==> src/rtl/fp8_pkg.sv <==
// Shared widths and feeder FSM encoding for the FP8 array front end.
package fp8_pkg;
    localparam int FP8_W  = 8;
    localparam int LANES  = 2;
    localparam int C_W    = 32;
    localparam int VEC_W  = FP8_W * LANES;
    localparam int PAIR_W = 2 * VEC_W;

    typedef enum logic [2:0] {
        IDLE,
        CLEAR,
        FEED,
        WAIT,
        READ,
        OUT
    } feeder_state_t;
endpackage

==> src/rtl/fp8_operand_fifo.sv <==
// Operand-pair FIFO with registered full/empty flags and zeroed head when empty.
module fp8_operand_fifo #(
    parameter int DEPTH = 4,
    parameter int W     = 32
) (
    input  logic         clk,
    input  logic         rst,
    input  logic         push,
    input  logic [W-1:0] din,
    input  logic         pop,
    output logic [W-1:0] head,
    output logic         full,
    output logic         empty
);
    localparam int AW = $clog2(DEPTH);
    localparam logic [AW:0] FULL_CNT = (AW + 1)'(DEPTH);

    logic [W-1:0]  mem [DEPTH];
    logic [AW-1:0] wr_ptr;
    logic [AW-1:0] rd_ptr;
    logic [AW:0]   count;
    logic [AW:0]   count_next;
    logic          do_push;
    logic          do_pop;

    // Full is a registered flag, so a pop never frees a slot in the same cycle.
    assign do_push = push && !full;
    assign do_pop  = pop && !empty;

    always_comb begin
        count_next = count;
        unique case ({do_push, do_pop})
            2'b10:   count_next = count + 1'b1;
            2'b01:   count_next = count - 1'b1;
            default: count_next = count;
        endcase
    end

    always_ff @(posedge clk) begin
        if (rst) begin
            wr_ptr <= '0;
            rd_ptr <= '0;
            count  <= '0;
            full   <= 1'b0;
            empty  <= 1'b1;
        end else begin
            if (do_push) wr_ptr <= wr_ptr + 1'b1;
            if (do_pop)  rd_ptr <= rd_ptr + 1'b1;
            count <= count_next;
            full  <= (count_next == FULL_CNT);
            empty <= (count_next == '0);
        end
    end

    always_ff @(posedge clk) begin
        if (do_push) mem[wr_ptr] <= din;
    end

    assign head = empty ? '0 : mem[rd_ptr];
endmodule

==> src/rtl/fp8_array_feeder.sv <==
// Tile sequencer: clears the array, streams K operand pairs, reads back the 2x2 result.
module fp8_array_feeder
    import fp8_pkg::*;
#(
    parameter int FIFO_DEPTH = 4,
    parameter int K_W        = 8
) (
    input  logic             clk,
    input  logic             i_reset,
    input  logic             i_start,
    input  logic [K_W-1:0]   i_k_len,
    input  logic [VEC_W-1:0] i_s_a_vector,
    input  logic [VEC_W-1:0] i_s_b_vector,
    input  logic             i_s_valid,
    output logic             o_s_ready,
    output logic [VEC_W-1:0] o_a_vector,
    output logic [VEC_W-1:0] o_b_vector,
    output logic             o_data_valid,
    output logic             o_read_en,
    output logic             o_clear_acc,
    input  logic             i_mac_done,
    input  logic             i_ready_for_new,
    input  logic [C_W-1:0]   i_c_matrix,
    output logic [C_W-1:0]   o_result,
    output logic             o_result_valid,
    input  logic             i_result_ready,
    output logic             o_busy,
    output logic             o_tile_done
);
    feeder_state_t state;
    feeder_state_t state_next;

    logic [K_W:0]      k_reg;
    logic [K_W:0]      beat_cnt;
    logic [K_W:0]      beat_inc;
    logic [PAIR_W-1:0] head;
    logic              full;
    logic              empty;
    logic              beat;
    logic              last_beat;

    assign o_s_ready  = !full;
    assign o_a_vector = head[VEC_W-1:0];
    assign o_b_vector = head[PAIR_W-1:VEC_W];
    assign o_busy     = (state != IDLE);
    assign beat       = o_data_valid && i_ready_for_new;
    assign beat_inc   = beat_cnt + 1'b1;
    assign last_beat  = beat && (beat_inc == k_reg);

    fp8_operand_fifo #(
        .DEPTH (FIFO_DEPTH),
        .W     (PAIR_W)
    ) u_fifo (
        .clk   (clk),
        .rst   (i_reset),
        .push  (i_s_valid),
        .din   ({i_s_b_vector, i_s_a_vector}),
        .pop   (beat),
        .head  (head),
        .full  (full),
        .empty (empty)
    );

    always_ff @(posedge clk) begin
        if (i_reset) state <= IDLE;
        else         state <= state_next;
    end

    always_comb begin
        state_next = state;
        unique case (state)
            IDLE:    if (i_start) state_next = CLEAR;
            CLEAR:   state_next = FEED;
            FEED:    if (last_beat) state_next = WAIT;
            WAIT:    if (i_mac_done && i_ready_for_new) state_next = READ;
            READ:    state_next = OUT;
            OUT:     if (i_result_ready) state_next = IDLE;
            default: state_next = IDLE;
        endcase
    end

    always_comb begin
        o_data_valid   = 1'b0;
        o_clear_acc    = 1'b0;
        o_read_en      = 1'b0;
        o_result_valid = 1'b0;
        o_tile_done    = 1'b0;
        unique case (state)
            CLEAR: o_clear_acc = 1'b1;
            FEED:  o_data_valid = !empty;
            READ:  o_read_en = 1'b1;
            OUT: begin
                o_result_valid = 1'b1;
                o_tile_done    = i_result_ready;
            end
            default: ;
        endcase
    end

    // A zero length field means the full 2^K_W beats, held in the extra count bit.
    always_ff @(posedge clk) begin
        if (i_reset) begin
            k_reg    <= '0;
            beat_cnt <= '0;
            o_result <= '0;
        end else begin
            if (state == IDLE && i_start) k_reg <= {~|i_k_len, i_k_len};
            if (state == CLEAR)  beat_cnt <= '0;
            else if (beat)       beat_cnt <= beat_inc;
            if (state == READ)   o_result <= i_c_matrix;
        end
    end
endmodule

==> config.mk <==
export PLATFORM = sky130hd
export DESIGN_NAME = fp8_array_feeder
export DESIGN_NICKNAME = d
export VERILOG_FILES = /design/src/rtl/fp8_pkg.sv /design/src/rtl/fp8_operand_fifo.sv /design/src/rtl/fp8_array_feeder.sv
export SDC_FILE = /design/constraint.sdc
export NUM_CORES = 1
export LEC_CHECK = 0
export CORE_MARGIN = 5
export CORE_UTILIZATION = 35
export DETAILED_ROUTE_END_ITERATION = 10
export GPL_ROUTABILITY_DRIVEN = 0
export PLACE_DENSITY_LB_ADDON = 0.15
export SYNTH_ARGS = -nofsm -noshare
export SYNTH_HDL_FRONTEND = slang
export SYNTH_HIERARCHICAL = 1
export SYNTH_SLANG_ARGS = --single-unit
==> constraint.sdc <==
create_clock -name clk -period 3.1 [get_ports clk]
set_clock_uncertainty 0.15 [all_clocks]
set_input_delay 0.93 -clock clk [delete_from_list [all_inputs] [get_ports clk]]
set_output_delay 0.93 -clock clk [all_outputs]
set_load 0.03 [all_outputs]
### After elaboration in Yosys (flattened, before gate mapping)

Memories as Yosys holds them, arrays and structs flattened. A register that Yosys moved wholly into a read port is not among the register bits.
Index checks and enable logic that the tools add are counted.

| cells by class | value |
|---|---|
| $add $sub $neg | 5 |
| eq/ne operators | 13 |
| muxes and demuxes | 16 |
| reduce and logical (&&, ||, !) cells | 15 |

Operator list:

| operator | number |
|---|---|
| two-way mux 32 bit | 1 |
| one-hot mux 3 bit (6 select lines) | 1 |
| two-way mux 3 bit | 4 |
| adder 9 x 1 -> 9 bit, second input constant | 1 |
| == test 3 bit, second input constant | 3 |
| == test 9 bit | 1 |
| inequality test 2 bit, second input constant | 4 |
| OR reduction 8 bit | 1 |
| two-way mux 1 bit | 7 |
| == test 3 x 2 -> 1 bit, second input constant | 2 |
| logical AND 1 bit | 6 |
| zero test 3 bit | 2 |
| one-hot mux 3 bit (2 select lines) | 1 |
| adder 2 x 1 -> 2 bit, second input constant | 2 |
| two-way mux 2 bit | 2 |
| AND reduction 4 bit | 1 |
| adder 3 x 1 -> 3 bit, second input constant | 1 |
| == test 3 x 1 -> 1 bit, second input constant | 1 |
| zero test 1 bit | 3 |
| nonzero test 3 bit | 1 |
| subtractor 3 x 1 -> 3 bit, second input constant | 1 |
| == test 2 x 1 -> 1 bit, second input constant | 1 |
| == test 2 bit, second input constant | 1 |
| OR reduction 2 bit | 1 |

| storage, ports and cells | value |
|---|---|
| register bits after elaboration | 62 |
| bits in writable memories | 128 |
| bits of input ports | 79 |
| output and inout port bits | 71 |
| logic and storage cells | 59 |
| memories kept | 1 |

Memory list:

| memory | words | bits a word | read ports | clocked after memory_dff | write ports | line | text |
|---|---|---|---|---|---|---|---|
| u_fifo.mem | 4 | 32 | 1 | 1 | 1 | fp8_operand_fifo.sv:18 | `logic [W-1:0] mem [DEPTH];` |

### Logic depth before layout (Yosys ltp)

| logic depth | value |
|---|---|
| word-level depth | 7 |
| gate-level depth with buffers | 11 |

### By module

The synthesis kept the hierarchy.

Modules (own cells, without submodules):

| module | instances | cells an instance | area an instance (um^2) | seq. area each (um^2) |
|---|---|---|---|---|
| fp8_operand_fifo | 1 | 260 | 5368.9 | 4063.9 |
| fp8_array_feeder | 1 | 288 | 2242.2 | 1061.0 |

### Worst setup path before layout

No wires, ideal clock.

| path | value |
|---|---|
| kind | flip-flop to flip-flop |
| start | register state[2] |
| end | register u_fifo.full |
| data arrival time | 2.800 ns |
| setup slack | 0.065 ns |
| stages on the path, launching flop included | 12 |
| clock period less this slack | 3.035 ns |
| cell sequence | dfxtp_1 > buf_6 > nor4b_4 > nand2_2 > clkinv_1 > nor2b_1 > ha_1 > inv_1 > fa_1 > xor2_1 > or3_1 > a211oi_1 |

| on the way | value |
|---|---|
| longest elaborated chain between the ends | 7 |

Ends and longest elaborated chain:

| element | line | text |
|---|---|---|
| start: declaration | fp8_array_feeder.sv:30 | `feeder_state_t state;` |
| start signal: assignment | fp8_array_feeder.sv:66 | `else state <= state_next;` |
| == test 3 x 2 -> 1 bit (*) | fp8_array_feeder.sv:88 | `unique case (state)` |
| two-way mux 1 bit (*) | fp8_array_feeder.sv:88 |  |
| net o_data_valid | fp8_array_feeder.sv:18 | `output logic o_data_valid,` |
| logical AND 1 bit (*) | fp8_array_feeder.sv:46 | `assign beat = o_data_valid && i_ready_for_new;` |
| net beat | fp8_array_feeder.sv:39 | `logic beat;` |
| logical AND 1 bit (*) | fp8_operand_fifo.sv:28 | `assign do_pop = pop && !empty;` |
| == test 2 x 1 -> 1 bit / == test 2 bit (equally long branches) | fp8_operand_fifo.sv:32 | `unique case ({do_push, do_pop})` |
| one-hot mux 3 bit (2 select lines) (*) | fp8_operand_fifo.sv:32 |  |
| == test 3 bit (*) | fp8_operand_fifo.sv:50 | `full <= (count_next == FULL_CNT);` |
| end signal: assignment | fp8_operand_fifo.sv:50 |  |
| end: declaration | fp8_operand_fifo.sv:12 | `output logic full,` |

Mark *: on every way through the listed nets, which the timed path passes. The rest lies on a longest branch.
A chain may end at the register's enable or synchronous reset.

==> key figures <==
CTS
  • Clock Latency Late Sink: 0.42 ns
  • Root Driver: clkbuf_16
  • Clk slew on worst S/H paths: 0.07 ns
  • CTS buffer count: 17
  • CTS Buffer Depth: 2
  • Cts hold-fix bufs: 0
  • Clock sinks: 192
  • H-tree levels: 4
  • TritonCTS clock tree: built
  • Setup Buffers After CTS: 0

Routing
  • Total wire length: 16700 um
  • Initial DRC count: about 150
  • Via density per instance: about 4.8
  • DRT antenna net count: 0
  • Total number of vias: 4776
  • Router iterations before antenna repair: 4
  • DRC: 0
  • WL/cell: between 15 and 20 um

Timing
  • RSZ-0062 raised after global routing: true
  • # setup viols final: 0
  • Final hold violations: 0
  • Tightest Pin Transition: 0.496 ns
  • Slew HR: 66.9%
  • Total negative slack: 0 ns
  • Final Critical Period: 3.03 ns
  • Maximum clock frequency: 330 MHz
  • Period utilization: between 90% and 100%
  • Final Max Tran Viols: 0

Critical path
  • Worst path required time: 2.02 ns
  • R2r setup slk: 0.34 ns
  • Critical Path Start Type: register
  • Worst setup path endpoint: o_b_vector[15]
  • Critical Path End Type: output port
  • Worst R2R End: u_fifo/full
  • Reg-to-Reg Start: state[1]
  • Arrival @ worst endpoint: 1.95 ns
  • CP Class: reg2out
  • Worst-case reg-to-reg path depth: 10
  • Crit path max fanout: 11

Yosys
  • Yosys cell types: 42
  • Seq/Total Area, Yosys: 67.3%
  • Synth top area cells: edfxtp_1, dfxtp_1, mux4_2
  • Largest area contributor in the netlist: edfxtp_1
  • Post-synth EDFFs: 128
  • Yosys reg bits: 192
  • Ys flop type: edfxtp_1
  • Asr flop ratio synth: 0%
  • Yosys Warn Count: 6
  • Most frequent cell after synthesis: edfxtp_1
  • Synth Cell Area: 0.00761 sq mm
  • Mean post-synth cell area: 13.9 sq um
  • Mapped Nets: about 630
  • Cells after synthesis: 548
  • Share of the synthesized area in the top cell type: 50.5%
  • Synth top cells by count: edfxtp_1, nand2_1, dfxtp_1

Placed design
  • Post-place instance area: approximately 0.0095 sq mm
  • Buffers added on ports: 149
  • Dpl hpwl: 11200 um
  • Cells after DPL: 969

Pwr
  • Reg power frac: between 50 and 60%
  • Sw Share: 24.4%
  • Clock network fraction of total power: 37.6%
  • PwrDens: between 500 and 600 mW/mm^2
  • Internal cell power: 4.26 mW
  • Sw power: 1.38 mW
  • Logic pwr share: 11.1%
  • Worst vdd ir: 368 uV
  • Leak: 3.40 nW

Global routing
  • Grt ovf: 0
  • Vias in the first global route: 5018
  • Initial antenna violation count: 1
  • Maximum number of pins on one net before global-route repair: 33
  • GR Util All Layers: a little over an eighth
  • Global-route wire length before repair: ~27000 um

Finish
  • Fin nets: between 700 and 800
  • Cell area after layout: roughly 0.01 sq mm
  • Top reg by flops: u_fifo/mem
  • Layout overhead on the synthesized area: 32.1%
  • Antenna diodes: 0
  • Max reg flops: 128
  • Post-Layout Cell Count: 1002
  • Fraction of final layout cells sized beyond drive strength 1: a little under a fifth
  • Regs by FF count: u_fifo/mem (128), o_result (32)

Run
  • Max-cap viol count: 0

Die
  • Core Region: about 0.022 sq mm
  • Num rows: 54
  • Die outline area: 0.0248 sq mm
  • DIE HEIGHT: 157 um
  • Top Ports: 150
  • Starting Density: 35.2%
  • Die X: 157 um

Outcome
  • Outcome: complete, no violations

Hold path
  • Hold WC Path Type: reg2reg
-- worst min path at each step --
| stage | from | to | slack (ns) | cells past startpoint |
|---|---|---|---|---|
| 2_1_floorplan | k_reg[1] | k_reg[1] | 0.30 | 2 |
| 3_3_place_gp | o_result[31] | o_result[31] | 0.29 | 2 |
| 3_5_place_dp | o_result[31] | o_result[31] | 0.30 | 2 |
| 4_1_cts | o_result[9] | o_result[9] | 0.31 | 2 |
| 5_1_grt | o_result[1] | o_result[1] | 0.32 | 2 |
| 6_report | o_result[27] | o_result[27] | 0.31 | 2 |
-- cell usage in the layout, fill, tap and decap left out, types with 3 or more instances in the layout --
master	netlist	routed
a21oi_1	47	47
and2_2	0	4
buf_12	0	8
buf_2	8	18
buf_4	0	19
clkbuf_16	0	18
clkbuf_2	0	7
clkdlybuf4s15_2	0	5
clkdlybuf4s50_1	0	111
clkinv_1	1	3
clkinv_4	0	3
dfxtp_1	64	59
dfxtp_2	0	4
dlymetal6s2s_1	0	3
edfxtp_1	128	128
ha_1	6	5
inv_1	9	9
inv_6	0	3
inv_8	0	3
mux4_2	32	32
nand2_1	97	97
nor2_1	23	23
nor2b_1	35	34
nor3_1	7	7
nor4_1	5	5
o21ai_0	3	3
or3_1	3	3
xnor2_1	15	15
xor2_1	11	11
-- critical path, cell delays in order, from the launching register on --
cell	delay (ns)
dfxtp_4	0.40
buf_12	0.17
mux4_2	0.51
nor2b_1	0.15
clkdlybuf4s15_2	0.29
-- final cells by class --
cell class,instances,area (sq um)
Fill cell,1970,11600
Clock buffer,17,425
Clock inverter,15,153
Multi-Input combinational cell,315,2290
Timing Repair Buffer,172,1660
Inverter,11,41.3
Sequential cell,192,5130
Tap cell,280,350
-- timing repair --
| item | CTS | global route |
|---|---|---|
| gates resized for setup | 78 | 54 |
| setup endpoints to repair | 31 | 32 |
| gates cloned | 0 | 1 |
| pin swaps | 0 | 0 |
-- cell families after synthesis --
group / synth area share [%]
XOR/XNOR: 2.99
AND/OR/NAND/NOR: 12.1
multiplexers: 9.60
flip-flops: 67.3
AO/OA/AOI/OAI: 4.06
buffers and inverters: 2.65
adder cells (fa/ha/maj): 1.25
-- metal layers --
metal | global-route usage (%) | vias up | part of all wire, %
li1 | - | 2286 | -
met1 | 17.1 | 2335 | 43
met2 | 22.1 | 139 | 47
met3 | 6.38 | 14 | 9.2
met4 | 3.07 | 2 | 0.70
met5 | 0 | - | 0.078
-- per-stage QoR --
stage | power, mW | setup WS, ns | utilization (%) | hold slack, ns
floorplan | 3.29 | 0.0649 | - | 0.298
global placement | 3.60 | -0.211 | 44.1 | 0.292
detailed placement | 3.62 | -0.333 | 44.1 | 0.299
CTS | 5.75 | -0.0234 | 46.9 | 0.311
global route | 5.89 | -0.0356 | 46.5 | 0.325
finish | 5.64 | 0.0732 | 46.5 | 0.307
-- power by group through the flow --
stage	clock [mW]	combinational (mW)	sequential, mW
floorplan	0	0.351	2.94
global placement	0	0.654	2.95
detailed placement	0	0.665	2.95
CTS	2.20	0.655	2.90
global route	2.30	0.679	2.91
finish	2.12	0.624	2.90
No activity file was read; power rests on OpenSTA's default activity.
==> edit (same settings) <==
Re-encode `feeder_state_t` (6 states) as one-hot, 6 bits wide.
--- a/src/rtl/fp8_pkg.sv
+++ b/src/rtl/fp8_pkg.sv
@@ -6,13 +6,13 @@
     localparam int VEC_W  = FP8_W * LANES;
     localparam int PAIR_W = 2 * VEC_W;
 
-    typedef enum logic [2:0] {
-        IDLE,
-        CLEAR,
-        FEED,
-        WAIT,
-        READ,
-        OUT
+    typedef enum logic [5:0] {
+        IDLE  = 6'b000001,
+        CLEAR = 6'b000010,
+        FEED  = 6'b000100,
+        WAIT  = 6'b001000,
+        READ  = 6'b010000,
+        OUT   = 6'b100000
     } feeder_state_t;
 endpackage
 
Function: same outputs for any inputs over 4 cycles, from zero or initial values and one cycle with i_reset high; so few cycles prove little.
==> edit against the unedited design <==
Setup slack worse by 0.036 ns; sequential power up 1%; sequential cell count up 3; fmax down 1.2%; combinational power up 26%; total power up 4.7%; final area up 6.3%; area after synthesis up 3.8%; wire length up 3.8%.
==> edit: results (changes against the unedited design) <==
[finish]
area_delta_synth_final_pct=35.3  ; was 32.1%
fillers=2007  ; was 1970
fin_nets=836  ; was 795

[sta]
worst_pin_slew_ns=0.594  ; was 0.496 ns
whs_ns=0.304  ; was 0.307 ns

[pwr]
p_sw_mw=1.48  ; was 1.38 mW
power_frac_seq_pct=49.8  ; was 51.3%
vdd_drop_max_mv=0.338  ; was 0.368 mV
leakage_nw=3.65  ; was 3.40 nW
p_seq_mw=2.94  ; was 2.90 mW
p_comb_share_pct=13.3  ; was 11.1%

[global_route]
grt_max_degree=42  ; was 33
grt_usage_pct=13.6  ; was 13.7%
grtUsageMet3_pct=5.57  ; was 6.38%
grt_pass1_wl_um=28000  ; was 26600 um
grt_pass1_vias=5382  ; was 5018
met2_usage_pct=23.0  ; was 22.1%

[status]
status=complete, no violations  ; unchanged

[hold_path]
hold_end=o_result[11]  ; was o_result[27]
hp-start=o_result[11]  ; was o_result[27]

[yosys]
synth_area_per_cell_um2=13.8  ; was 13.9 um^2
synth.area.top_cells=edfxtp_1 49%, dfxtp_1 17%, mux4_2 9.1%  ; was edfxtp_1 51%, dfxtp_1 17%, mux4_2 9.5%
yosysUniqueCellTypes=47  ; was 42
synth_common_cells=128 x edfxtp_1, 76 x nand2_1, 67 x dfxtp_1  ; was 128 x edfxtp_1, 97 x nand2_1, 64 x dfxtp_1

[placed_design]
dpl.cell_count=1008  ; was 969
dpl.hpwl_um=11800  ; was 11200 um
dpl_cell_area_um2=10000  ; was 9540 um^2

[detailed_routing]
wl_met2_um=8360  ; was 7750 um
drt-pass1-iter-count=6  ; was 4
wl_met3_um=1380  ; was 1530 um
viasPerCell=4.85  ; was 4.77
drt_iter0_drc=291  ; was 145
wl_um=17300  ; was 16700 um

[worst_setup_path]
worstPathArrival_ns=1.98  ; was 1.95 ns
cp_max_fo=15  ; was 11
reg2reg_slack_ns=0.08  ; was 0.34 ns
regToRegStartpoint=state[5]  ; was state[1]

[die]
coreArea_um2=22400  ; was 21600 um^2

## edit: cell families after synthesis
kind of cell	count (synthesis)	share of synthesized area (%)
xor+xnor	21	2.50
mux	41	10.3
buf+inv	45	2.76
flops	195	65.6
simple gates	197	12.7
compound gates	66	4.91
fa+ha+maj	7	1.20
## edit: repair_timing
action / CTS / global route
buffers inserted: 3 / 4
cloned: 1 / 0
pin swaps: 5 / 3
gates resized for setup: 94 / 10
endpoints found under the setup margin: 34 / 23
## edit: stage by stage
step           TNS (ns)  setup WS [ns]
3_5_place_dp      -1.96         -0.648
5_1_grt          -0.603        -0.0608
6_report              0         0.0374
2_1_floorplan    -0.349         -0.203
4_1_cts          -0.314        -0.0859
3_3_place_gp      -1.67         -0.532
## edit: final cells by class
class                   count  area share, %
inverters                  14          0.492
flip-flops and latches    195           48.6
multi-input cells         332           23.9
clock buffers              18           4.01
repair buffers            190           18.1
clock inverters            14           1.53
well taps                 285           3.34
